===== src/rtl/pipe_float32_to_fixed_point_if.sv =====
// Valid/ready stream bundle for the float32 -> fixed-point converter.
// The slave view belongs to the converter; the master view belongs to whatever drives and consumes it.
interface pipe_float32_to_fixed_point_if #(
  parameter int WOI = 16,
  parameter int WOF = 16
);
  logic                 i_valid;
  logic                 i_ready;
  logic [31:0]          i_float;
  logic                 o_valid;
  logic                 o_ready;
  logic [WOI+WOF-1:0]   o_fixed;
  logic                 o_upflow;
  logic                 o_downflow;

  modport slave (
    input  i_valid, i_float, o_ready,
    output i_ready, o_valid, o_fixed, o_upflow, o_downflow
  );

  modport master (
    output i_valid, i_float, o_ready,
    input  i_ready, o_valid, o_fixed, o_upflow, o_downflow
  );
endinterface


===== src/rtl/pipe_float32_to_fixed_point.sv =====
// IEEE-754 single -> signed WOI.WOF fixed point, 3-stage pipe (unpack, align/round, sign/saturate).
// The whole pipe advances together; a stalled output freezes every stage.
module pipe_float32_to_fixed_point #(
  parameter int WOI   = 16,
  parameter int WOF   = 16,
  parameter int ROOF  = 1,
  parameter int ROUND = 1
) (
  input  logic                           clk,
  input  logic                           rstn,
  pipe_float32_to_fixed_point_if.slave   bus
);
  localparam int W  = WOI + WOF;
  localparam int SW = W + 25;

  typedef enum logic [2:0] {CLS_ZERO, CLS_DENORM, CLS_NORM, CLS_INF, CLS_NAN} cls_e;

  logic en;

  logic              s1_valid_q, s1_valid_d;
  logic              s1_sign_q,  s1_sign_d;
  cls_e              s1_cls_q,   s1_cls_d;
  logic [23:0]       s1_man_q,   s1_man_d;
  logic signed [9:0] s1_k_q,     s1_k_d;

  logic              s2_valid_q, s2_valid_d;
  logic              s2_sign_q,  s2_sign_d;
  cls_e              s2_cls_q,   s2_cls_d;
  logic [W-1:0]      s2_mag_q,   s2_mag_d;
  logic              s2_big_q,   s2_big_d;

  logic              o_valid_q,    o_valid_d;
  logic [W-1:0]      o_fixed_q,    o_fixed_d;
  logic              o_upflow_q,   o_upflow_d;
  logic              o_downflow_q, o_downflow_d;

  assign en             = ~o_valid_q | bus.o_ready;
  assign bus.i_ready    = en;
  assign bus.o_valid    = o_valid_q;
  assign bus.o_fixed    = o_fixed_q;
  assign bus.o_upflow   = o_upflow_q;
  assign bus.o_downflow = o_downflow_q;

  // S1: classify and form the binary-point shift k = e - 150 + WOF.
  always_comb begin
    // NOTE: every _d gets its hold value first, so no path leaves a signal unassigned and no latch is inferred.
    s1_valid_d = s1_valid_q;
    s1_sign_d  = s1_sign_q;
    s1_cls_d   = s1_cls_q;
    s1_man_d   = s1_man_q;
    s1_k_d     = s1_k_q;
    if (en) begin
      s1_valid_d = bus.i_valid;
      s1_sign_d  = bus.i_float[31];
      s1_man_d   = {1'b1, bus.i_float[22:0]};
      s1_k_d     = 10'(int'(bus.i_float[30:23]) - 150 + WOF);
      if (bus.i_float[30:23] == 8'd0)
        s1_cls_d = (bus.i_float[22:0] == '0) ? CLS_ZERO : CLS_DENORM;
      else if (bus.i_float[30:23] == 8'hFF)
        s1_cls_d = (bus.i_float[22:0] == '0) ? CLS_INF : CLS_NAN;
      else
        s1_cls_d = CLS_NORM;
    end
  end

  // S2: magnitude aligned to the output LSB; s2_big flags a magnitude of 2^W or more.
  always_comb begin
    logic [SW-1:0] wide;
    logic [24:0]   man_x;
    logic [24:0]   shr;
    logic [4:0]    rnd_idx;
    logic          force_big;
    int            k;
    int            sh;

    wide      = '0;
    man_x     = {1'b0, s1_man_q};
    shr       = '0;
    rnd_idx   = '0;
    force_big = 1'b0;
    k         = int'(s1_k_q);
    sh        = 0;

    if (k >= 0) begin
      // Beyond W the low W bits are all zero and the value is certainly out of range.
      if (k > W) force_big = 1'b1;
      else       wide      = SW'(s1_man_q) << k;
    end else begin
      sh = -k;
      if (sh <= 25) begin
        shr     = man_x >> sh;
        rnd_idx = 5'(sh - 1);
        if (ROUND != 0) shr = shr + 25'(man_x[rnd_idx]);
        wide = SW'(shr);
      end
    end

    s2_valid_d = s2_valid_q;
    s2_sign_d  = s2_sign_q;
    s2_cls_d   = s2_cls_q;
    s2_mag_d   = s2_mag_q;
    s2_big_d   = s2_big_q;
    if (en) begin
      s2_valid_d = s1_valid_q;
      s2_sign_d  = s1_sign_q;
      s2_cls_d   = s1_cls_q;
      s2_mag_d   = wide[W-1:0];
      s2_big_d   = force_big | (|wide[SW-1:W]);
    end
  end

  // S3: apply sign, detect range overflow, saturate or wrap, raise flags.
  always_comb begin
    logic [W-1:0] max_pos;
    logic [W-1:0] min_neg;
    logic [W-1:0] wrapped;
    logic [W-1:0] sat;
    logic         ovf;
    logic [W-1:0] fixed;
    logic         up;
    logic         dn;

    max_pos = {1'b0, {(W-1){1'b1}}};
    min_neg = {1'b1, {(W-1){1'b0}}};
    wrapped = s2_sign_q ? (~s2_mag_q) + W'(1) : s2_mag_q;
    sat     = s2_sign_q ? min_neg : max_pos;
    // Exactly 2^(W-1) is still legal when negative.
    ovf     = s2_big_q | (s2_mag_q[W-1] & ~(s2_sign_q & (s2_mag_q[W-2:0] == '0)));
    fixed   = '0;
    up      = 1'b0;
    dn      = 1'b0;

    unique case (s2_cls_q)
      CLS_DENORM: dn = 1'b1;
      CLS_NORM: begin
        if (ovf) begin
          up    = 1'b1;
          fixed = (ROOF != 0) ? sat : wrapped;
        end else begin
          fixed = wrapped;
          dn    = (s2_mag_q == '0);
        end
      end
      CLS_INF: begin
        up    = 1'b1;
        fixed = (ROOF != 0) ? sat : '0;
      end
      CLS_NAN: begin
        up    = 1'b1;
        fixed = (ROOF != 0) ? max_pos : '0;
      end
      default: ;
    endcase

    o_valid_d    = o_valid_q;
    o_fixed_d    = o_fixed_q;
    o_upflow_d   = o_upflow_q;
    o_downflow_d = o_downflow_q;
    if (en) begin
      o_valid_d    = s2_valid_q;
      o_fixed_d    = fixed;
      o_upflow_d   = up;
      o_downflow_d = dn;
    end
  end

  // NOTE: state updates use non-blocking assignment so every flop samples pre-edge values regardless of block order.
  always_ff @(posedge clk or negedge rstn) begin
    if (!rstn) begin
      s1_valid_q   <= 1'b0;
      s1_sign_q    <= 1'b0;
      s1_cls_q     <= CLS_ZERO;
      s1_man_q     <= '0;
      s1_k_q       <= '0;
      s2_valid_q   <= 1'b0;
      s2_sign_q    <= 1'b0;
      s2_cls_q     <= CLS_ZERO;
      s2_mag_q     <= '0;
      s2_big_q     <= 1'b0;
      o_valid_q    <= 1'b0;
      o_fixed_q    <= '0;
      o_upflow_q   <= 1'b0;
      o_downflow_q <= 1'b0;
    end else begin
      s1_valid_q   <= s1_valid_d;
      s1_sign_q    <= s1_sign_d;
      s1_cls_q     <= s1_cls_d;
      s1_man_q     <= s1_man_d;
      s1_k_q       <= s1_k_d;
      s2_valid_q   <= s2_valid_d;
      s2_sign_q    <= s2_sign_d;
      s2_cls_q     <= s2_cls_d;
      s2_mag_q     <= s2_mag_d;
      s2_big_q     <= s2_big_d;
      o_valid_q    <= o_valid_d;
      o_fixed_q    <= o_fixed_d;
      o_upflow_q   <= o_upflow_d;
      o_downflow_q <= o_downflow_d;
    end
  end

endmodule

===== src/flat_wrapper.sv =====
// flat-port wrapper written by rule: the top's interface ports become plain ports
module pipe_float32_to_fixed_point_flat 
#(
  parameter int WOI   = 16,
  parameter int WOF   = 16,
  parameter int ROOF  = 1,
  parameter int ROUND = 1
)
  (clk, rstn, bus_i_valid, bus_i_float, bus_o_ready, bus_i_ready, bus_o_valid, bus_o_fixed, bus_o_upflow, bus_o_downflow);
  pipe_float32_to_fixed_point_if #(.WOI(WOI), .WOF(WOF)) bus_i ();
  input  logic clk;
  input  logic rstn;
  input wire logic [$bits(bus_i.i_valid)-1:0] bus_i_valid;
  input wire logic [$bits(bus_i.i_float)-1:0] bus_i_float;
  input wire logic [$bits(bus_i.o_ready)-1:0] bus_o_ready;
  output wire logic [$bits(bus_i.i_ready)-1:0] bus_i_ready;
  output wire logic [$bits(bus_i.o_valid)-1:0] bus_o_valid;
  output wire logic [$bits(bus_i.o_fixed)-1:0] bus_o_fixed;
  output wire logic [$bits(bus_i.o_upflow)-1:0] bus_o_upflow;
  output wire logic [$bits(bus_i.o_downflow)-1:0] bus_o_downflow;
  assign bus_i.i_valid = bus_i_valid;
  assign bus_i.i_float = bus_i_float;
  assign bus_i.o_ready = bus_o_ready;
  assign bus_i_ready = bus_i.i_ready;
  assign bus_o_valid = bus_i.o_valid;
  assign bus_o_fixed = bus_i.o_fixed;
  assign bus_o_upflow = bus_i.o_upflow;
  assign bus_o_downflow = bus_i.o_downflow;
  pipe_float32_to_fixed_point #(.WOI(WOI), .WOF(WOF), .ROOF(ROOF), .ROUND(ROUND)) u_core (.clk(clk), .rstn(rstn), .bus(bus_i));
endmodule

===== config.mk =====
export PLATFORM = sky130hd
export DESIGN_NAME = pipe_float32_to_fixed_point_flat
export DESIGN_NICKNAME = d
export VERILOG_FILES = /design/src/rtl/pipe_float32_to_fixed_point_if.sv /design/src/rtl/pipe_float32_to_fixed_point.sv /design/src/flat_wrapper.sv
export SDC_FILE = /design/constraint.sdc
export NUM_CORES = 1
export LEC_CHECK = 0
export CORE_ASPECT_RATIO = 2
export CORE_UTILIZATION = 65
export DETAILED_ROUTE_END_ITERATION = 16
export PLACE_DENSITY = 0.83
export SYNTH_ARGS = -nofsm -noshare
export SYNTH_HDL_FRONTEND = slang
export SYNTH_SLANG_ARGS = --single-unit

===== constraint.sdc =====
create_clock -name clk -period 15.6 [get_ports clk]
set_input_delay 2.34 -clock clk [delete_from_list [all_inputs] [get_ports clk]]
set_output_delay 2.34 -clock clk [all_outputs]
set_load 0.05 [all_outputs]

==> reports/qor.yml <==
status: "finished, final reports clean"
arrival_ns: 4.16
clock-root-buffer: "clkbuf_16"
numCtsBuffers: 9
cp_max_fo: 31
synth_flop_cell: "dfrtp_1"
multi_input_area_sq_um: 6690
dr.pass1.iters: 6
p_int_w: 0.000964
grt_max_degree: 91
totalPowerFinal_w: 0.00202
synth_top_area_cell: "dfrtp_1"
swShare: 0.523
critPathMaxStageDelay_ns: 0.72
hold_viol_final: 0
ant_nets: 0
cp.required_ns: 13.26
ys_seq_area_frac: 0.282
drc: 0
holdBufCountCts: 0
rsz0062_at_grt: "no"
ctsResizeCount: 0
drt-wirelength-per-cell_microns: 23.0
powerDensity_nw_per_um2: 185
cp_top_family: "buffers and inverters"
ir_drop_v: 0.000112
cts_sinks: 112
syn_nets: 1281
netlist_top_cells_area: "dfrtp_1 28%, mux2i_1 7.5%, nand2_1 7.3%"
place_hpwl_mm: 24.8
r2r_slack_ns: 9.81
port_buffers: 71
slew_headroom: 0.0510
finalCriticalPeriod_ns: 6.50
p_leak_nw: 4.45
final_max_slew_viol_count: 0
postPlaceCellArea_sq_um: 10600
fin_area_sq_um: 10900
async_reset_ff_frac: 1.00
crit_path_cell_trace: "clkdlybuf4s50_1 > nor2b_4 > inv_2 > clkdlybuf4s50_1"
io_pins: 72
p_comb_frac: 0.668
clock_latency_ns: 0.37
hold_class: "flip-flop to flip-flop"
syn_area_per_cell_sq_um: 8.07
skew_ns: 0.00858
nFillCells: 1182
grt_pass1_wl_mm: 52.1
ys_ff_latch: 112
ff_latch_area_sq_um: 2800
cts.htree.levels: 3
setup.worst_path.end_class: "output port"
die_w_microns: 89.4
synthTopCellsByCount: "194 x nand2_1, 125 x nor2_1, 112 x dfrtp_1"
postCtsSetupBuffers: 0
vias: 9938
synth_edf_count: 0
syn_area_sq_um: 9930
setup_viol: 0
fp.coreArea_sq_um: 14900
drive_above_1_share: 0.0988
worst_pin_slew_ns: 1.41
cp-start-kind: "input pin"
synth_top_area_frac: 0.282
cp_common_cell: "clkdlybuf4s50_1"
worst-path-buf-inv: 3
synth_most_common_cell: "nand2_1"
gp_congestion: 1.05
grt_overflow: 0
yosysWarnings: 0
area_growth_pct: 10.0
dieHeight_microns: 177
holdWs_ns: 0.470
syn_inst: 1230
clk_pin_slew_ns: 0.07
rows: 63
grt_usage: 0.449
antenna_found_initial: 3
p_clk_frac: 0.110
clk_path_buf_depth: 2
grt_pass1_vias: 9769
dieArea_sq_um: 15800
cts_tree: "yes"
pwr-share-seq: 0.223
tns_ns: 0
max_freq_mhz: 154
first_iter_violations: 786
initial_utilization: 0.666
cpMaxStageDelayCell: "clkdlybuf4s50_1"
post-route-period-util: 0.417
final_nets: 1292
vias_per_cell: 6.89
synth_cell_types: 82
wl_mm: 33.2
drv_cap: 0
path_class: "input pin to output port"
p_sw_w: 0.00106
final timing paths:
kind / from / endpoint / cells past startpoint
worst max-delay path: bus_o_ready / bus_i_ready / 4
worst min-delay path: u_core.s1_sign_q / u_core.s1_sign_q / 2
worst max register to register: u_core.s1_k_q[0] / u_core.s2_mag_q[23] / 19
worst min register to register: u_core.s1_sign_q / u_core.s1_sign_q / 2
max in group asynchronous: rstn / u_core.s1_k_q[0] / 2
min in group asynchronous: rstn / u_core.s1_sign_q / 1
sequential cells by signal, indices dropped and copies added (netlist names):
signal                 flops
u_core.s2_cls_q            3
u_core.bus.o_valid         1
u_core.bus.o_downflow      1
u_core.s1_k_q             10
u_core.s2_valid_q          1
u_core.s1_valid_q          1
u_core.s1_sign_q           1
u_core.s1_man_q           24
u_core.bus.o_fixed        32
u_core.s2_sign_q           1
u_core.s2_mag_q           32
u_core.s2_big_q            1
u_core.s1_cls_q            3
u_core.bus.o_upflow        1
cells by family (layout without fill, tap and decap cells):
group	count (synthesis)	after routing	synth area share
flip-flops	112	112	0.282
AO/OA/AOI/OAI	300	300	0.196
AND/OR/NAND/NOR	515	515	0.244
buffers and inverters	107	122	0.0449
multiplexers	134	134	0.170
adder cells (fa/ha/maj)	15	15	0.0189
other	0	2	0
XOR/XNOR	47	47	0.0441
tightest hold or removal path, cell delays in order (launching register included):
cell,delay (ns)
dfrtp_1,0.35
nand2_1,0.05
nand2_1,0.05
layout make-up:
class	count	share of cell area
antenna	2	0.000458
clock buffer	10	0.0219
clock inverter	5	0.00286
inverter	17	0.00584
multi-input combinational	1011	0.612
sequential	112	0.257
tap	195	0.0223
timing repair buffer	90	0.0779
power groups by stage:
| stage | clock (W) | combinational (W) | sequential [W] |
|---|---|---|---|
| after global routing | 0.000232 | 0.00145 | 0.000461 |
| after global placement | 0 | 0.00128 | 0.000447 |
| after CTS | 0.000220 | 0.00131 | 0.000447 |
| after floorplan | 0 | 0.000820 | 0.000570 |
| after detailed placement | 0 | 0.00130 | 0.000452 |
| final | 0.000222 | 0.00135 | 0.000450 |
per-layer routing:
layer	GRT usage	up-vias	wire length (microns)
met5	0	-	0
met4	0.417	0	3860
met3	0.132	242	2380
met2	0.748	546	16600
met1	0.423	4637	10300
li1	-	4513	-
through the flow:
| stage | cells | worst slack (ns) | utilization |
|---|---|---|---|
| 3_5_place_dp | 1425 | 9.09 | 0.715 |
| 4_1_cts | 1440 | 9.09 | 0.733 |
| 3_3_place_gp | 1425 | 9.10 | 0.715 |
| 6_report | 1442 | 9.10 | 0.733 |
| 5_1_grt | 1441 | 9.01 | 0.733 |
| 2_1_floorplan | 1230 | 9.70 | - |
layout by cell type, fill, tap and decap left out, types with 7 or more instances in the layout:
| cell type | n |
|---|---|
| a31oi_1 | 15 |
| nand2b_1 | 17 |
| mux2_2 | 36 |
| nand4_1 | 10 |
| and2_1 | 12 |
| nand3_1 | 38 |
| nor3_1 | 36 |
| mux4_2 | 24 |
| nor2_1 | 125 |
| mux2i_1 | 74 |
| o21a_1 | 12 |
| a22oi_1 | 23 |
| o21ai_0 | 98 |
| nor2b_1 | 9 |
| buf_4 | 20 |
| ha_1 | 15 |
| o31ai_1 | 8 |
| o22ai_1 | 16 |
| nand2_1 | 194 |
| nor4_1 | 16 |
| or3_1 | 13 |
| clkdlybuf4s50_1 | 70 |
| a21oi_1 | 51 |
| clkbuf_16 | 9 |
| xor2_1 | 18 |
| inv_1 | 13 |
| dfrtp_1 | 111 |
| and3_1 | 7 |
| xnor2_1 | 27 |
No activity file was read; power rests on OpenSTA's default activity.
